[config.mk]
export PLATFORM = sky130hd
export DESIGN_NAME = avg_sequencer
export DESIGN_NICKNAME = d
export VERILOG_FILES = /design/src/rtl/avg_sequencer.sv
export SDC_FILE = /design/constraint.sdc
export NUM_CORES = 1
export LEC_CHECK = 0
export ABC_AREA = 1
export BUFFER_PORTS_ARGS = -buffer_cell sky130_fd_sc_hd__buf_2
export CAP_MARGIN = 30
export CELL_PAD_IN_SITES_DETAIL_PLACEMENT = 0
export CELL_PAD_IN_SITES_GLOBAL_PLACEMENT = 1
export CORE_ASPECT_RATIO = 0.9
export CORE_MARGIN = 2
export CORE_UTILIZATION = 40
export CTS_CLUSTER_DIAMETER = 30
export DETAILED_ROUTE_END_ITERATION = 8
export PLACE_DENSITY = 0.87
export SLEW_MARGIN = 15
export SYNTH_ARGS = -nofsm -noshare
export SYNTH_HDL_FRONTEND = slang
export SYNTH_SLANG_ARGS = --single-unit
[constraint.sdc]
create_clock -name clk -period 2.72 [get_ports clk]
set_clock_uncertainty 0.2 [all_clocks]
set_input_delay 0.136 -clock clk [delete_from_list [all_inputs] [get_ports clk]]
set_output_delay 0.136 -clock clk [all_outputs]
set_load 0.05 [all_outputs]
[src/rtl/avg_sequencer.sv]
// avg_sequencer: issues clrld/addld/add/div2/disp stream to average n operands by 2^k, with operand handshake
module avg_sequencer #(
    parameter int WIDTH = 8
) (
    input  logic             clk,
    input  logic             rst,
    input  logic             start,
    input  logic [3:0]       n_ops,
    input  logic [1:0]       n_shift,
    input  logic             op_valid,
    input  logic [WIDTH-1:0] op_data,
    output logic             op_ready,
    output logic [2:0]       instr,
    output logic [WIDTH-1:0] data_out,
    output logic             busy,
    output logic             done
);
    typedef enum logic [2:0] {
        S_IDLE, S_LOAD_FIRST, S_LOAD_NEXT, S_ADD, S_SHIFT, S_DISP, S_FIN
    } state_t;

    state_t           r_state, w_next;
    logic [3:0]       r_cnt, w_cnt_n;
    logic [1:0]       r_sh, w_sh_n;
    logic [2:0]       r_instr, w_instr_n;
    logic             r_done, r_v1;
    logic [WIDTH-1:0] r_d1, r_data;
    logic             w_xfer;

    assign op_ready = (r_state == S_LOAD_FIRST) || (r_state == S_LOAD_NEXT);
    assign w_xfer   = op_valid && op_ready;
    assign busy     = r_state != S_IDLE;
    assign done     = r_done;
    assign instr    = r_instr;
    assign data_out = r_data;

    always_comb begin
        w_next    = r_state;
        w_instr_n = 3'b111;
        w_cnt_n   = r_cnt;
        w_sh_n    = r_sh;
        case (r_state)
            S_IDLE: if (start && n_ops != 4'd0) begin
                w_next  = S_LOAD_FIRST;
                w_cnt_n = n_ops;
                w_sh_n  = n_shift;
            end
            S_LOAD_FIRST, S_LOAD_NEXT: if (w_xfer) begin
                w_instr_n = (r_state == S_LOAD_FIRST) ? 3'b000 : 3'b001;
                w_cnt_n   = r_cnt - 4'd1;
                w_next    = (r_cnt == 4'd1) ? S_ADD : S_LOAD_NEXT;
            end
            S_ADD: begin
                w_instr_n = 3'b010;
                w_next    = (r_sh != 2'd0) ? S_SHIFT : S_DISP;
            end
            S_SHIFT: begin
                w_instr_n = 3'b011;
                w_sh_n    = r_sh - 2'd1;
                w_next    = (r_sh == 2'd1) ? S_DISP : S_SHIFT;
            end
            S_DISP: begin
                w_instr_n = 3'b100;
                w_next    = S_FIN;
            end
            default: w_next = S_IDLE;
        endcase
    end

    always_ff @(posedge clk) begin
        if (rst) begin
            r_state <= S_IDLE;
            r_cnt   <= '0;
            r_sh    <= '0;
            r_instr <= 3'b111;
            r_done  <= 1'b0;
            r_v1    <= 1'b0;
            r_d1    <= '0;
            r_data  <= '0;
        end else begin
            r_state <= w_next;
            r_cnt   <= w_cnt_n;
            r_sh    <= w_sh_n;
            r_instr <= w_instr_n;
            r_done  <= r_state == S_FIN;
            // second stage lines the operand up with the decoder's registered load code
            r_v1    <= w_xfer;
            if (w_xfer) r_d1 <= op_data;
            if (r_v1) r_data <= r_d1;
        end
    end
endmodule

-- Yosys cells after proc, flatten, opt, wreduce, memory -nomap -nowiden
Index checks and enable logic that the tools add are counted.
- bits in registers: 30
- output and inout bits: 14
- $add $sub $neg: 2
- equal/unequal tests: 10
- mux-type cells: 14
- reduce and logical (&&, ||, !) cells: 13
- operator list (kind ; count):
    $pmux W3 S5 ; 1
    $pmux W3 S4 ; 1
    $eq A3 B3 Y1 const B ; 3
    $mux W3 ; 3
    $mux W4 ; 2
    $pmux W4 S2 ; 1
    $eq A3 B2 Y1 const B ; 2
    $reduce_bool A2 Y1 ; 3
    $eq A4 B1 Y1 const B ; 1
    $mux W1 ; 4
    $ne A2 B2 Y1 const B ; 2
    $pmux W2 S2 ; 1
    $reduce_and A2 Y1 ; 2
    $reduce_bool A4 Y1 ; 1
    $sub A4 B1 Y4 const B ; 1
    $eq A3 B1 Y1 const B ; 1
    $logic_not A3 Y1 ; 1
    $reduce_and A3 Y1 ; 1
    $reduce_bool A3 Y1 ; 1
    $eq A2 B1 Y1 const B ; 1
    $logic_and A1 B1 Y1 ; 2
    $mux W2 ; 1
    $reduce_or A2 Y1 ; 1
    $sub A2 B1 Y2 const B ; 1
    $logic_or A1 B1 Y1 ; 1

-- Depth between registers and ports, before layout
- depth after elaboration: 5
- gate-level depth with buffers: 9
- mapped depth without buffers: 8

-- Worst setup path before layout
Ideal clock, no wire load.
- path kind: flip-flop to flip-flop
- start point: register r_state[1]
- end point: register r_cnt[0]
- setup time: 0.114 ns
- arrival: 1.135 ns
- data required time: 2.406 ns
- path slack: 1.271 ns
- cell stages (with the launch flop): 10
- path buffers: 1
- cell sequence: dfxtp_1 > buf_6 > nor2_4 > nand2_4 > clkinv_2 > nand2_2 > nand3_4 > clkinv_1 > nor2_1 > nor2_1
- cells in the longest elaborated chain, start to end: 5
- ends and longest elaborated chain (what ; line ; text):
    from (decl) ; 22 ; state_t r_state, w_next;
    from (signal assigned) ; 81 ; r_state <= w_next;
    $eq A3 B1 Y1 / $eq A3 B2 Y1 (equally long branches) ; 30, 42 ;
    $logic_or A1 B1 Y1 ; 30 ; assign op_ready = (r_state == S_LOAD_FIRST) || (r_state == S_LOAD_NEXT);
    $logic_and A1 B1 Y1 ; 31 ; assign w_xfer = op_valid && op_ready;
    $ne A2 B2 Y1 (no line) ; - ;
    $reduce_and A3 Y1 (no line) ; - ;
    to (signal assigned) ; 82 ; r_cnt <= w_cnt_n;
    to (decl) ; 23 ; logic [3:0] r_cnt, w_cnt_n;
Parallel ways exist; a longest one is shown, timed or not.
A chain may end at the register's enable or synchronous reset.

-- Final worst setup path
- start point: register r_state[1]
- end point: output port op_ready
- cells in the longest elaborated chain, start to end: 2
- ends and longest elaborated chain (what ; line ; text):
    $eq A3 B1 Y1 / $eq A3 B2 Y1 (equally long branches) ; 30 ;
    $logic_or A1 B1 Y1 (*) ; 30 ;
    to (decl) ; 12 ; output logic op_ready,
Mark *: on every way between the ends. The rest lies on a longest branch, timed or not.

==> metrics.csv <==
stage;metric;value;unit
status;status;finished, final reports clean;
synth;synthMuxAreaShare;0;
synth;yosys.area_share.simple;0.3407;
clock_tree;root_buffer;clkbuf_8;
global_routing;antenna_found_initial;0;
placement;dp_cells;253;
worst_hold_path;hp-class;primary input to flip-flop;
finish;n_antenna_cell;0;
clock_tree;cts_resized;0;
synth;synthAdderAreaFrac;0.03530;
timing;slew_headroom;0.5716;
die;die_area;0.004037;mm^2
critical_path;worstPathRequired;2380;ps
worst_hold_path;hold_path.startpoint;n_ops[2];
synth;yosysUniqueCellTypes;28;
timing;period_share;0.6598;
timing;max_freq;0.5572;GHz
global_routing;grt_max_degree;26;
routing;ant_nets;0;
placement;place_congestion;0.7878;
timing;final-hold-violation-count;0;
clock_tree;cts_buffers;5;
timing;tns;0;ps
synth;yosys_warnings;0;
global_routing;grt_use_total;0.1600;
synth;syn-cell-area;0.001418;mm^2
synth;synthXorXnorAreaFrac;0;
finish;fin_cells;270;
placement;place_hpwl;2050;um
die;core_area;0.003378;mm^2
synth;synth-seq-cells;30;
routing;wire_per_inst;10.56;um
timing;period_needed;1795;ps
finish;finalNetCount;247;
clock_tree;htree_levels;2;
critical_path;critPathCaptureType;primary output;
die;io-pin-count;32;
power;vdd_drop_max;0.0005507;V
clock_tree;cts_tree;built;
critical_path;r2r-start;r_state[1];
timing;worst_slew_pin_slew;641.9;ps
routing;drtPass1Iterations;4;
routing;wirelength;2852;um
die;start_util;0.4196;
critical_path;critPathMaxFanout;8;
timing;setup_viol;0;
worst_hold_path;min_to;r_cnt[2];
synth;ys_seq_area_frac;0.4237;
power;powerDensity;1139;mW/mm^2
synth;synth_area_per_cell;7.789;um^2
finish;area_growth;26.04;%
finish;drive_above_1_share;0.2345;
synth;syn_nets;204;
critical_path;path_class;flip-flop to primary output;
finish;final_common_cell;nor2_1;
power;p_leak;0.8671;nW
critical_path;r2r_slack;1070;ps
routing;vias_per_cell;4.741;
die;dieHeight;60.48;um
die;rows;20;
worst_hold_path;min_path_cells;5;
clock_tree;numClockSinks;30;
timing;slew_violations;0;
die;die_w;66.75;um
global_routing;grt_pass1_vias;1160;
critical_path;critPathLaunchType;flip-flop;
clock_tree;cts.clk_slew.worst_paths;60;ps
clock_tree;clock_path_buffers;2;
critical_path;rr_worst_depth;7;
synth;synth_cells;182;
global_routing;gr-total-overflow;0;
global_routing;grt_pass1_wl;4892;um
routing;first_iter_violations;37;
critical_path;r2r-end;r_cnt[0];
routing;vias;1280;
synth;synth_top_family_by_area;simple AND/OR/NAND/NOR gates;
critical_path;arrival;1460;ps
synth;synth_compound_area_frac;0.1174;
timing;rsz0062_at_grt;false;
clock_tree;clock_latency;280;ps
placement;io_buffers;31;
finish;final_cell_mix;nor2_1 (44), buf_2 (31), dfxtp_1 (30);
job;max-cap-violations;0;
routing;drc;0;
==> state kept, by name, summed over array words and instances (netlist names) <==
| name | count |
|---|---|
| r_v1 | 1 |
| r_cnt | 4 |
| data_out | 8 |
| r_d1 | 8 |
| done | 1 |
| instr | 3 |
| r_state | 3 |
| r_sh | 2 |
==> metrics by stage <==
| step | total power (W) | hold WS (ps) | util | setup WS (ps) | area [um^2] |
|---|---|---|---|---|---|
| floorplan | 0.001453 | 5.066 | - | 1271 | 1418 |
| global placement | 0.001603 | 167.0 | 0.4707 | 1122 | 1590 |
| detailed placement | 0.001606 | 164.6 | 0.4707 | 1095 | 1590 |
| CTS | 0.002056 | 7.512 | 0.5289 | 919.0 | 1787 |
| global route | 0.002199 | 46.76 | 0.5289 | 872.0 | 1787 |
| finish | 0.002036 | 16.85 | 0.5289 | 925.2 | 1787 |
==> critical path, stage by stage, from the launching register on <==
cell and delay (ps):
dfxtp_1 550, clkinv_2 180, nand3_4 140, nand2_8 90
buf_2 220
==> cell usage after synthesis, drive strengths merged <==
cell type   n  share of area
nor2       46           0.14
nand2      31           0.11
dfxtp      30           0.42
o21ai      24          0.085
inv        15          0.047
nand3      12          0.069
a21oi       6          0.021
ha          4          0.035
buf         3          0.024
clkinv      3         0.0097
nand4       2         0.0088
clkbuf      1         0.0026
nor3        1         0.0035
nor4        1         0.0044
o2111ai     1         0.0062
o21bai      1         0.0053
or2         1         0.0044
==> power breakdown <==
part	internal, W	switching, W	leakage, nW
sequential	0.000565	0.0000945	0.246
combinational	0.000291	0.000654	0.569
clock	0.000274	0.000157	0.0524
total	0.00113	0.000906	0.867
==> layer usage <==
metal | global-route usage | part of all wire | vias to the layer above
met1 | 0.2011 | 0.49 | 571
met4 | 0.08455 | 0.019 | 0
met5 | 0 | 0 | -
met3 | 0.03896 | 0.046 | 7
li1 | - | - | 675
met2 | 0.2571 | 0.45 | 27
==> final cells by class <==
class	instances	area, um^2
Timing Repair Buffer	40	245.2
Fill cell	333	1592
Tap cell	44	55.05
Sequential cell	30	600.6
Inverter	18	80.08
Clock buffer	7	76.32
Clock inverter	1	30.03
Multi-Input combinational cell	130	699.4
==> kinds of logic after synthesis <==
logic type | Yosys count
and+or+nand+nor | 94
AOI/OAI and AO/OA | 32
DFF | 30
buffers and inverters | 22
adders and majority gates | 4
==> how the worst max path moves through the flow <==
| stage | end | startpoint | slack [ps] | cells after the start |
|---|---|---|---|---|
| 3_3_place_gp | r_cnt[1] | r_state[1] | 1120 | 7 |
| 6_report | op_ready | r_state[1] | 930 | 4 |
| 5_1_grt | op_ready | r_state[1] | 870 | 4 |
| 4_1_cts | op_ready | r_state[1] | 920 | 4 |
| 3_5_place_dp | r_cnt[0] | r_state[1] | 1090 | 7 |
| 2_1_floorplan | r_cnt[0] | r_state[1] | 1270 | 9 |
==> what timing repair did <==
item                                   CTS  global route
endpoints found under the hold margin   13             0
buffers inserted                         0             0
hold buffers                             9             0
Power figures use the tool's default switching activity.
